### src/rtl/bru_pkg.sv
// bru_pkg: shared funct3 codes, FSM state type and default width for the branch resolve unit
package bru_pkg;
    localparam int BRU_XLEN = 32;
    localparam logic [2:0] F3_BEQ  = 3'b000;
    localparam logic [2:0] F3_BNE  = 3'b001;
    localparam logic [2:0] F3_BLT  = 3'b100;
    localparam logic [2:0] F3_BGE  = 3'b101;
    localparam logic [2:0] F3_BLTU = 3'b110;
    localparam logic [2:0] F3_BGEU = 3'b111;
    typedef enum logic [1:0] {S_IDLE, S_REDIRECT, S_FLUSH} bru_state_t;
endpackage

### src/rtl/branch_cmp.sv
// branch_cmp: combinational branch condition, target and fall-through evaluation
// in:  is_branch/is_jal/is_jalr kind, pc, imm, rs1, rs2, funct3
// out: taken (actual direction), target (pc+imm or (rs1+imm)&~1), fall_through (pc+4)
module branch_cmp
    import bru_pkg::*;
#(
    parameter int XLEN = BRU_XLEN
) (
    input  logic            is_branch,
    input  logic            is_jal,
    input  logic            is_jalr,
    input  logic [XLEN-1:0] pc,
    input  logic [XLEN-1:0] imm,
    input  logic [XLEN-1:0] rs1,
    input  logic [XLEN-1:0] rs2,
    input  logic [2:0]      funct3,
    output logic            taken,
    output logic [XLEN-1:0] target,
    output logic [XLEN-1:0] fall_through
);
    logic eq, lt, ltu, cond;
    assign eq  = rs1 == rs2;
    assign lt  = $signed(rs1) < $signed(rs2);
    assign ltu = rs1 < rs2;
    // funct3 010/011 are not branch conditions and resolve as not-taken
    assign cond = funct3 == F3_BEQ  ? eq   :
                  funct3 == F3_BNE  ? !eq  :
                  funct3 == F3_BLT  ? lt   :
                  funct3 == F3_BGE  ? !lt  :
                  funct3 == F3_BLTU ? ltu  :
                  funct3 == F3_BGEU ? !ltu : 1'b0;
    assign taken        = is_jal | is_jalr | (is_branch & cond);
    assign target       = is_jalr ? ((rs1 + imm) & ~XLEN'(1)) : pc + imm;
    assign fall_through = pc + XLEN'(4);
endmodule

### src/rtl/branch_resolve.sv
// branch_resolve: EX/MEM branch resolution, predictor feedback and mispredict redirect/flush sequencing
// in:  clk, rst (async active-low), ex_* instruction/operands/prediction, stall
// out: mem_pc, mem_is_taken, t_addr, upd_valid, miss_predict, PCSrc, redirect_pc, flush
// BRU_PERF_CNT_EN: adds saturating perf_branches / perf_mispredicts counters
module branch_resolve
    import bru_pkg::*;
#(
    parameter int XLEN         = BRU_XLEN,
    parameter int FLUSH_CYCLES = 2
) (
    input  logic            clk,
    input  logic            rst,
    input  logic            ex_valid,
    input  logic            ex_is_branch,
    input  logic            ex_is_jal,
    input  logic            ex_is_jalr,
    input  logic [XLEN-1:0] ex_pc,
    input  logic [XLEN-1:0] ex_imm,
    input  logic [XLEN-1:0] ex_rs1,
    input  logic [XLEN-1:0] ex_rs2,
    input  logic [2:0]      ex_funct3,
    input  logic            ex_pred_taken,
    input  logic [XLEN-1:0] ex_pred_target,
    input  logic            stall,
    output logic [XLEN-1:0] mem_pc,
    output logic            mem_is_taken,
    output logic [XLEN-1:0] t_addr,
    output logic            upd_valid,
    output logic            miss_predict,
    output logic            PCSrc,
    output logic [XLEN-1:0] redirect_pc,
    output logic            flush
`ifdef BRU_PERF_CNT_EN
    ,
    output logic [31:0]     perf_branches,
    output logic [31:0]     perf_mispredicts
`endif
);
    localparam int CW = $clog2(FLUSH_CYCLES + 1);
    bru_state_t      state, state_nx;
    logic [CW-1:0]   cnt, cnt_nx;
    logic            taken, resolvable, mispred, load, resolve;
    logic [XLEN-1:0] target, fall_through;

    branch_cmp #(.XLEN(XLEN)) u_cmp (
        .is_branch    (ex_is_branch),
        .is_jal       (ex_is_jal),
        .is_jalr      (ex_is_jalr),
        .pc           (ex_pc),
        .imm          (ex_imm),
        .rs1          (ex_rs1),
        .rs2          (ex_rs2),
        .funct3       (ex_funct3),
        .taken        (taken),
        .target       (target),
        .fall_through (fall_through)
    );

    assign resolvable = ex_valid & (ex_is_branch | ex_is_jal | ex_is_jalr);
    assign mispred    = (taken != ex_pred_taken) | (taken & ex_pred_taken & (target != ex_pred_target));
    // outside IDLE the EX instruction is wrong-path, so nothing loads
    assign load       = !stall && state == S_IDLE;
    assign resolve    = load & resolvable;
    assign PCSrc      = state == S_REDIRECT;
    assign flush      = state != S_IDLE;

    always_ff @(posedge clk or negedge rst) begin
        if (!rst) begin
            state <= S_IDLE;
            cnt   <= '0;
        end else begin
            state <= state_nx;
            cnt   <= cnt_nx;
        end
    end

    // FLUSH lasts FLUSH_CYCLES-1 cycles after the single REDIRECT cycle
    always_comb begin
        state_nx = state;
        cnt_nx   = cnt;
        if (state == S_IDLE) begin
            state_nx = (resolve & mispred) ? S_REDIRECT : S_IDLE;
        end else if (state == S_REDIRECT) begin
            state_nx = FLUSH_CYCLES > 1 ? S_FLUSH : S_IDLE;
            cnt_nx   = CW'(FLUSH_CYCLES - 2);
        end else begin
            state_nx = cnt == '0 ? S_IDLE : S_FLUSH;
            cnt_nx   = cnt == '0 ? '0 : cnt - 1'b1;
        end
    end

    // strobes come only from a fresh load, so a stalled entry pulses once
    always_ff @(posedge clk or negedge rst) begin
        if (!rst) begin
            mem_pc       <= '0;
            mem_is_taken <= 1'b0;
            t_addr       <= '0;
            redirect_pc  <= '0;
            upd_valid    <= 1'b0;
            miss_predict <= 1'b0;
        end else begin
            upd_valid    <= resolve;
            miss_predict <= resolve & mispred;
            if (resolve) begin
                mem_pc       <= ex_pc;
                mem_is_taken <= taken;
                t_addr       <= target;
                redirect_pc  <= taken ? target : fall_through;
            end
        end
    end

`ifdef BRU_PERF_CNT_EN
    always_ff @(posedge clk or negedge rst) begin
        if (!rst) begin
            perf_branches    <= '0;
            perf_mispredicts <= '0;
        end else begin
            if (upd_valid && !(&perf_branches)) perf_branches <= perf_branches + 1'b1;
            if (upd_valid && miss_predict && !(&perf_mispredicts)) perf_mispredicts <= perf_mispredicts + 1'b1;
        end
    end
`endif
endmodule

### config.mk
export PLATFORM = sky130hd
export DESIGN_NAME = branch_resolve
export DESIGN_NICKNAME = d
export VERILOG_FILES = /design/src/rtl/bru_pkg.sv /design/src/rtl/branch_cmp.sv /design/src/rtl/branch_resolve.sv
export SDC_FILE = /design/constraint.sdc
export NUM_CORES = 1
export LEC_CHECK = 0
export BUFFER_PORTS_ARGS = -buffer_cell sky130_fd_sc_hd__buf_2
export CAP_MARGIN = 5
export CORE_ASPECT_RATIO = 1.5
export CORE_UTILIZATION = 50
export CTS_CLUSTER_DIAMETER = 100
export DETAILED_ROUTE_END_ITERATION = 6
export GPL_TIMING_DRIVEN = 0
export HOLD_SLACK_MARGIN = 0.05
export MAX_ROUTING_LAYER = met4
export PLACE_DENSITY = 0.78
export SLEW_MARGIN = 0
export SYNTH_ARGS = -nofsm -noshare
export SYNTH_HDL_FRONTEND = slang
export SYNTH_SLANG_ARGS = --single-unit
### constraint.sdc
create_clock -name clk -period 1.9 [get_ports clk]
set_input_delay 0.19 -clock clk [delete_from_list [all_inputs] [get_ports clk]]
set_output_delay 0.19 -clock clk [all_outputs]
set_load 0.01 [all_outputs]
== After elaboration in Yosys (flattened, before gate mapping) ==
Cells that the tools add are included.
W data, S select, Z words.

* Input port bits: 171
* Word-level logic and storage cells: 57
* Bits in registers: 103
* Output and inout port bits: 101

* Equality and inequality tests: 9
* Mux-type cells: 14
* Order comparisons: 2
* Reductions and logical operators: 9
* $add $sub $neg: 4
* Bitwise operators: 11

{| class="wikitable"
|+ Operator list
! cell !! count
|-
| $add A32 B32 Y32 || 2
|-
| $lt A32 B32 Y1 || 2
|-
| $mux W32 || 2
|-
| $add A32 B3 Y32 const B || 1
|-
| $eq A32 B32 Y1 || 1
|-
| $ne A32 B32 Y1 || 1
|-
| $eq A3 B3 Y1 const B || 4
|-
| $mux W2 || 5
|-
| $mux W1 || 7
|-
| $and A1 B1 Y1 || 6
|-
| $or A1 B1 Y1 || 5
|-
| $logic_not A1 Y1 || 4
|-
| $logic_not A2 Y1 || 2
|-
| $eq A3 B1 Y1 const B || 1
|-
| $logic_not A3 Y1 || 1
|-
| $eq A2 B1 Y1 const B || 1
|-
| $reduce_bool A2 Y1 || 1
|-
| $sub A2 B1 Y2 const B || 1
|-
| $logic_and A1 B1 Y1 || 1
|-
| $ne A1 B1 Y1 || 1
|}

== Depth between registers and ports, before layout ==
* Depth in word-level cells: 16
* Mapped depth: 22
* Mapped depth without buffers: 20

== Modules after synthesis ==
From an unflattened synthesis, not the netlist that was laid out.

* Cell total of the unflattened synthesis: 1045
* Area, all modules: 9303.9 um^2

{| class="wikitable"
|+ By module, submodules not included
! module !! cells an instance !! area an instance (um^2) !! instances !! seq. area each (um^2)
|-
| branch_cmp || 705 || 4838.4 || 1 || 0.0
|-
| branch_resolve || 340 || 4465.5 || 1 || 2577.5
|}

== Least setup slack after synthesis ==
Ideal clock, no wire load.

* Path kind: input port to flip-flop
* Start: input port ex_rs2[29]
* End: register miss_predict
* Arrival: 4.538 ns
* Slack: -2.773 ns
* Buffers on the path: 2
* Setup time: 0.135 ns
* Cell stages on the path: 22
* Cell sequence: inv_1 > ha_1 > nand4_1 > nor2_1 > nand3_1 > or3_1 > or3_1 > nor4_2 > xor2_1 > a311o_1 > a31o_2 > buf_6 > buf_6 > ha_1 > or3_1 > nor3_1 > o2111ai_1 > nor4_1 > nor4b_2 > o2111ai_1 > nor4b_2 > a31oi_1

* Longest elaborated chain between the ends: 14
* Elaborated cells between the ends (all ways): 19
* Those cells by class: order compare (2); eq/ne (2); mux (6); bitwise (6); reduce/logical (3)

{| class="wikitable"
|+ Ends and longest elaborated chain
! what !! RTL line !! RTL
|-
| start, declared || branch_resolve.sv:20 || <nowiki>input logic [XLEN-1:0] ex_rs2,</nowiki>
|-
| $lt A32 B32 Y1 || branch_cmp.sv:24 || <nowiki>assign ltu = rs1 < rs2;</nowiki>
|-
| $logic_not A1 Y1 || branch_cmp.sv:31 || <nowiki>funct3 == F3_BGEU ? !ltu : 1'b0;</nowiki>
|-
| $mux W1 || branch_cmp.sv:31 ||
|-
| $mux W1 || branch_cmp.sv:30 || <nowiki>funct3 == F3_BLTU ? ltu :</nowiki>
|-
| $mux W1 || branch_cmp.sv:29 || <nowiki>funct3 == F3_BGE ? !lt :</nowiki>
|-
| $mux W1 || branch_cmp.sv:28 || <nowiki>funct3 == F3_BLT ? lt :</nowiki>
|-
| $mux W1 || branch_cmp.sv:27 || <nowiki>funct3 == F3_BNE ? !eq :</nowiki>
|-
| $mux W1 * || branch_cmp.sv:26 || <nowiki>assign cond = funct3 == F3_BEQ ? eq :</nowiki>
|-
| $and A1 B1 Y1 * || branch_cmp.sv:32 || <nowiki>assign taken = is_jal | is_jalr | (is_branch & cond);</nowiki>
|-
| $or A1 B1 Y1 * || branch_cmp.sv:32 ||
|-
| via taken || branch_resolve.sv:42 || <nowiki>logic taken, resolvable, mispred, load, resolve;</nowiki>
|-
| $and A1 B1 Y1 (2 in a row) || branch_resolve.sv:60 || <nowiki>assign mispred = (taken != ex_pred_taken) | (taken & ex_pred_taken & (target != ex_pred_target));</nowiki>
|-
| $or A1 B1 Y1 * || branch_resolve.sv:60 ||
|-
| $and A1 B1 Y1 * || branch_resolve.sv:103 || <nowiki>miss_predict <= resolve & mispred;</nowiki>
|-
| end signal, assigned || branch_resolve.sv:103 ||
|-
| end, declared || branch_resolve.sv:29 || <nowiki>output logic miss_predict,</nowiki>
|}

The timed path passes the listed nets; every way through them passes the cells marked *.
A chain may end at the register's enable or synchronous reset.

== Worst setup path in the final report ==
* Start: input port ex_rs2[26]
* End: register state[0]

* Longest elaborated chain between the ends: 16
* Elaborated cells between the ends (all ways): 21
* Those cells by class: order compare (2); eq/ne (2); mux (8); bitwise (6); reduce/logical (3)

{| class="wikitable"
|+ Ends and longest elaborated chain
! what !! RTL line !! RTL
|-
| $lt A32 B32 Y1 || branch_cmp.sv:24 ||
|-
| $logic_not A1 Y1 || branch_cmp.sv:31 ||
|-
| $mux W1 || branch_cmp.sv:31 ||
|-
| $mux W1 || branch_cmp.sv:30 ||
|-
| $mux W1 || branch_cmp.sv:29 ||
|-
| $mux W1 || branch_cmp.sv:28 ||
|-
| $mux W1 || branch_cmp.sv:27 ||
|-
| $mux W1 * || branch_cmp.sv:26 ||
|-
| $and A1 B1 Y1 * || branch_cmp.sv:32 ||
|-
| $or A1 B1 Y1 * || branch_cmp.sv:32 ||
|-
| via taken || branch_resolve.sv:42 ||
|-
| $and A1 B1 Y1 (2 in a row) || branch_resolve.sv:60 ||
|-
| $or A1 B1 Y1 * || branch_resolve.sv:60 ||
|-
| $and A1 B1 Y1 * || branch_resolve.sv:82 || <nowiki>state_nx = (resolve & mispred) ? S_REDIRECT : S_IDLE;</nowiki>
|-
| $mux W1 * || branch_resolve.sv:82 ||
|-
| $mux W2 * || branch_resolve.sv:81 || <nowiki>if (state == S_IDLE) begin</nowiki>
|-
| via state_nx[0] || branch_resolve.sv:40 || <nowiki>bru_state_t state, state_nx;</nowiki>
|-
| end signal, assigned || branch_resolve.sv:72 || <nowiki>state <= state_nx;</nowiki>
|-
| end, declared || branch_resolve.sv:40 ||
|}

Marks and branches as above.

==> results.sh <==
export IMPL_yosys_area_top_type_share_pct=24.2
export IMPL_slew_headroom_pct=51.6
export IMPL_finalSetupViolCount=59
export IMPL_synth_edf_count=0
export IMPL_grt_ovfl_total=0
export IMPL_dp_cells=1903
export IMPL_syn_area_per_cell_um2=7.81
export IMPL_worst_pin_slew_ps=726
export IMPL_worstSetupPathType="primary input to register"
export IMPL_path_clk_slew_ps=70
export IMPL_fin_crit_sh_pct=244
export IMPL_vias=12219
export IMPL_cp_max_fo=2
export IMPL_nets=1992
export IMPL_cts_root_buf="clkbuf_16"
export IMPL_cp_start_kind="primary input"
export IMPL_drt_vias_per_instance=6.11
export IMPL_hp_start="ex_pc[0]"
export IMPL_wire_per_inst_um=21.4
export IMPL_r2r_end="t_addr[30]"
export IMPL_ys_flop_type="dfrtp_1"
export IMPL_start_util_pct=50.8
export IMPL_drive_gt1_share_pct=37.5
export IMPL_setup_ws_ps=-2730
export IMPL_die_x_um=121
export IMPL_whs_path_depth=3
export IMPL_power_frac_seq_pct=29.4
export IMPL_synth_top_area_cell="dfrtp_1"
export IMPL_clockBufferDepth=2
export IMPL_first_pass_iters=5
export IMPL_p_int_w=0.00746
export IMPL_finalCriticalPeriod_ps=4630
export IMPL_drc=0
export IMPL_synthesis_nets=1633
export IMPL_cp_data_required_time_ps=2120
export IMPL_rsz0062_at_grt="yes"
export IMPL_htreeDepth=3
export IMPL_power_frac_comb_pct=54.9
export IMPL_cellLeakagePower_nw=7.19
export IMPL_r2r_start="state[1]"
export IMPL_ios=272
export IMPL_ys_warn_count=0
export IMPL_arrival_ps=4850
export IMPL_numCtsBuffers=9
export IMPL_mappedNetlistArea_um2=10700
export IMPL_switching_share_pct=42.3
export IMPL_cts_tree="built"
export IMPL_violations="setup timing"
export IMPL_num_rows=65
export IMPL_slew_viol_final=0
export IMPL_synth_async_sr_flop_share_pct=100
export IMPL_p_sw_w=0.00548
export IMPL_synth_cells=1365
export IMPL_drtIter0Drc=873
export IMPL_end_kind="register"
export IMPL_ys_top_cells_by_area="dfrtp_1 24%, ha_1 11%, nand2_1 9.6%, o21ai_0 4.8%, xnor2_1 4.4%"
export IMPL_chipHeight_um=181
export IMPL_cts_sinks=103
export IMPL_hpwl_mm=32.7
export IMPL_numPortBuffers=269
export IMPL_antenna_left=0
export IMPL_hold_violations=0
export IMPL_ff2ff_path_depth=8
export IMPL_whs_ps=52.4
export IMPL_fin_total_pwr_w=0.0129
export IMPL_synthToLayoutAreaGrowth_pct=44.2
export IMPL_grt_pass1_wl_mm=62.6
export IMPL_grt_use_total_pct=38.8
export IMPL_fmax_mhz=216
export IMPL_synth_seq_area_share_pct=24.2
export IMPL_dieArea_um2=21900
export IMPL_worstHoldEndpoint="mem_pc[0]"
export IMPL_hold_path_class="primary input to register"
export IMPL_clk_latency_ps=350
export IMPL_pwr_share_clk_pct=15.7
export IMPL_cap_violations=0
export IMPL_fin_cells=1999
export IMPL_powerDensity_nw_per_um2=841
export IMPL_status="finished with violations"
export IMPL_gp_congestion=0.983
export IMPL_antenna_found_initial=2
export IMPL_synth_distinct_cells=88
export IMPL_first_global_vias=11679
export IMPL_skew_ps=4.45
export IMPL_drt_wl_total_mm=42.8
export IMPL_core_area_um2=21000
export IMPL_vdd_drop_max_mv=0.790
export IMPL_ys_ff_latch=103
export IMPL_r2r_slack_ps=-30
export IMPL_grt_max_degree=54
-- critical path: stages --
cell,delay [ps]
buf_8,80
inv_4,30
ha_4,250
nand4_1,140
nor2_1,170
nand3_1,140
or3_4,400
or3_4,360
nor4_4,190
xor2_1,100
a311o_1,280
a31o_4,260
buf_12,140
ha_4,240
or3_4,400
nor3_4,120
o2111ai_2,140
nor4_4,360
nor4b_4,260
o2111ai_2,150
nor4b_2,310
a31oi_1,130
-- per-stage QoR --
step / setup WS, ps / setup TNS (ps) / util, % / instance area [µm²]
final: -2730 / -54350 / 73.3 / 15400
after global routing: -2900 / -59730 / 73.3 / 15400
after detailed placement: -3460 / -122600 / 61.6 / 12900
after floorplan: -2360 / -39940 / - / 11200
after global placement: -3430 / -164910 / 61.4 / 12900
after CTS: -2720 / -52090 / 69.7 / 14600
-- cells by family (layout without fill, tap and decap cells) --
kind of cell / count (synthesis) / after routing / synth area share (%)
xor gates and xnor gates: 105 / 105 / 9.02
muxes: 51 / 51 / 5.06
other: 0 / 2 / 0
buffers and inverters: 112 / 476 / 4.48
AOI/OAI and AO/OA: 349 / 349 / 21.5
adders and majority gates: 97 / 97 / 11.5
and+or+nand+nor: 548 / 548 / 24.2
DFF: 103 / 103 / 24.2
-- how the worst max path moves through the flow --
| stage | depth (start not counted) | start | slack (ps) | to |
|---|---|---|---|---|
| CTS | 22 | ex_rs2[31] | -2720 | state[0] |
| finish | 22 | ex_rs2[26] | -2730 | state[0] |
| global placement | 23 | ex_rs2[31] | -3430 | state[0] |
| global route | 22 | ex_rs2[26] | -2900 | state[0] |
| floorplan | 22 | ex_rs2[31] | -2360 | miss_predict |
| detailed placement | 23 | ex_rs2[31] | -3460 | state[0] |
-- power by group through the flow --
stage | clock network, W | logic, W | registers (W)
after floorplan | 0 | 0.00303 | 0.00424
after global placement | 0 | 0.00589 | 0.00377
after detailed placement | 0 | 0.00602 | 0.00380
after CTS | 0.00204 | 0.00660 | 0.00377
after global routing | 0.00211 | 0.00760 | 0.00388
final | 0.00203 | 0.00711 | 0.00380
-- layout make-up --
type / instances / area, µm²
diodes: 2 / 5.00
clock inverters: 3 / 65.1
clock buffers: 13 / 260
well taps: 268 / 335
fillers: 1615 / 5600
plain buffers: 63 / 468
multi-input cells: 1150 / 9090
repair buffers: 355 / 2400
inverters: 42 / 179
flip-flops and latches: 103 / 2580
-- registers in the layout, summed over array words and instances (netlist names) --
register,cells
upd_valid,1
state,2
redirect_pc,32
miss_predict,1
mem_is_taken,1
mem_pc,32
t_addr,32
cnt,2
-- cells in the mapped netlist (17+ instances only) --
| cell type | n |
|---|---|
| nor3b_1 | 18 |
| a31oi_1 | 17 |
| nand2_1 | 272 |
| clkbuf_1 | 47 |
| nand4_1 | 26 |
| a21o_1 | 34 |
| dfrtp_1 | 103 |
| mux2i_1 | 28 |
| ha_1 | 95 |
| inv_1 | 41 |
| o21ai_0 | 103 |
| nor2_1 | 63 |
| nand3_1 | 50 |
| a21oi_1 | 80 |
| mux2_2 | 23 |
| xnor2_1 | 54 |
| nor3_1 | 33 |
| xor2_1 | 48 |
-- layout by cell type, fill, tap and decap left out, types with 36 or more instances in the layout --
cell / count
nand3_1: 48
o21ai_0: 52
buf_6: 36
buf_2: 234
xor2_1: 43
ha_1: 58
nand2_1: 261
o21ai_1: 36
a21oi_1: 57
dfrtp_1: 103
buf_4: 86
xnor2_1: 46
nor2_1: 54
-- repair_timing --
| action | CTS | global route |
|---|---|---|
| pin swaps | 42 | 61 |
| resized for setup | 224 | 133 |
| endpoints found under the hold margin | 50 | 0 |
| setup buffers | 61 | 23 |
| gates cloned | 1 | 2 |
| endpoints found under the setup margin | 100 | 100 |
| hold buffers | 1 | 0 |
-- per-layer routing --
| layer | track usage (%) | wire (µm) |
|---|---|---|
| met3 | 4.14 | 2270 |
| met5 | - | 0 |
| met2 | 66.9 | 21800 |
| met4 | 26.5 | 3530 |
| met1 | 41.2 | 15200 |
Power figures use the tool's default switching activity.
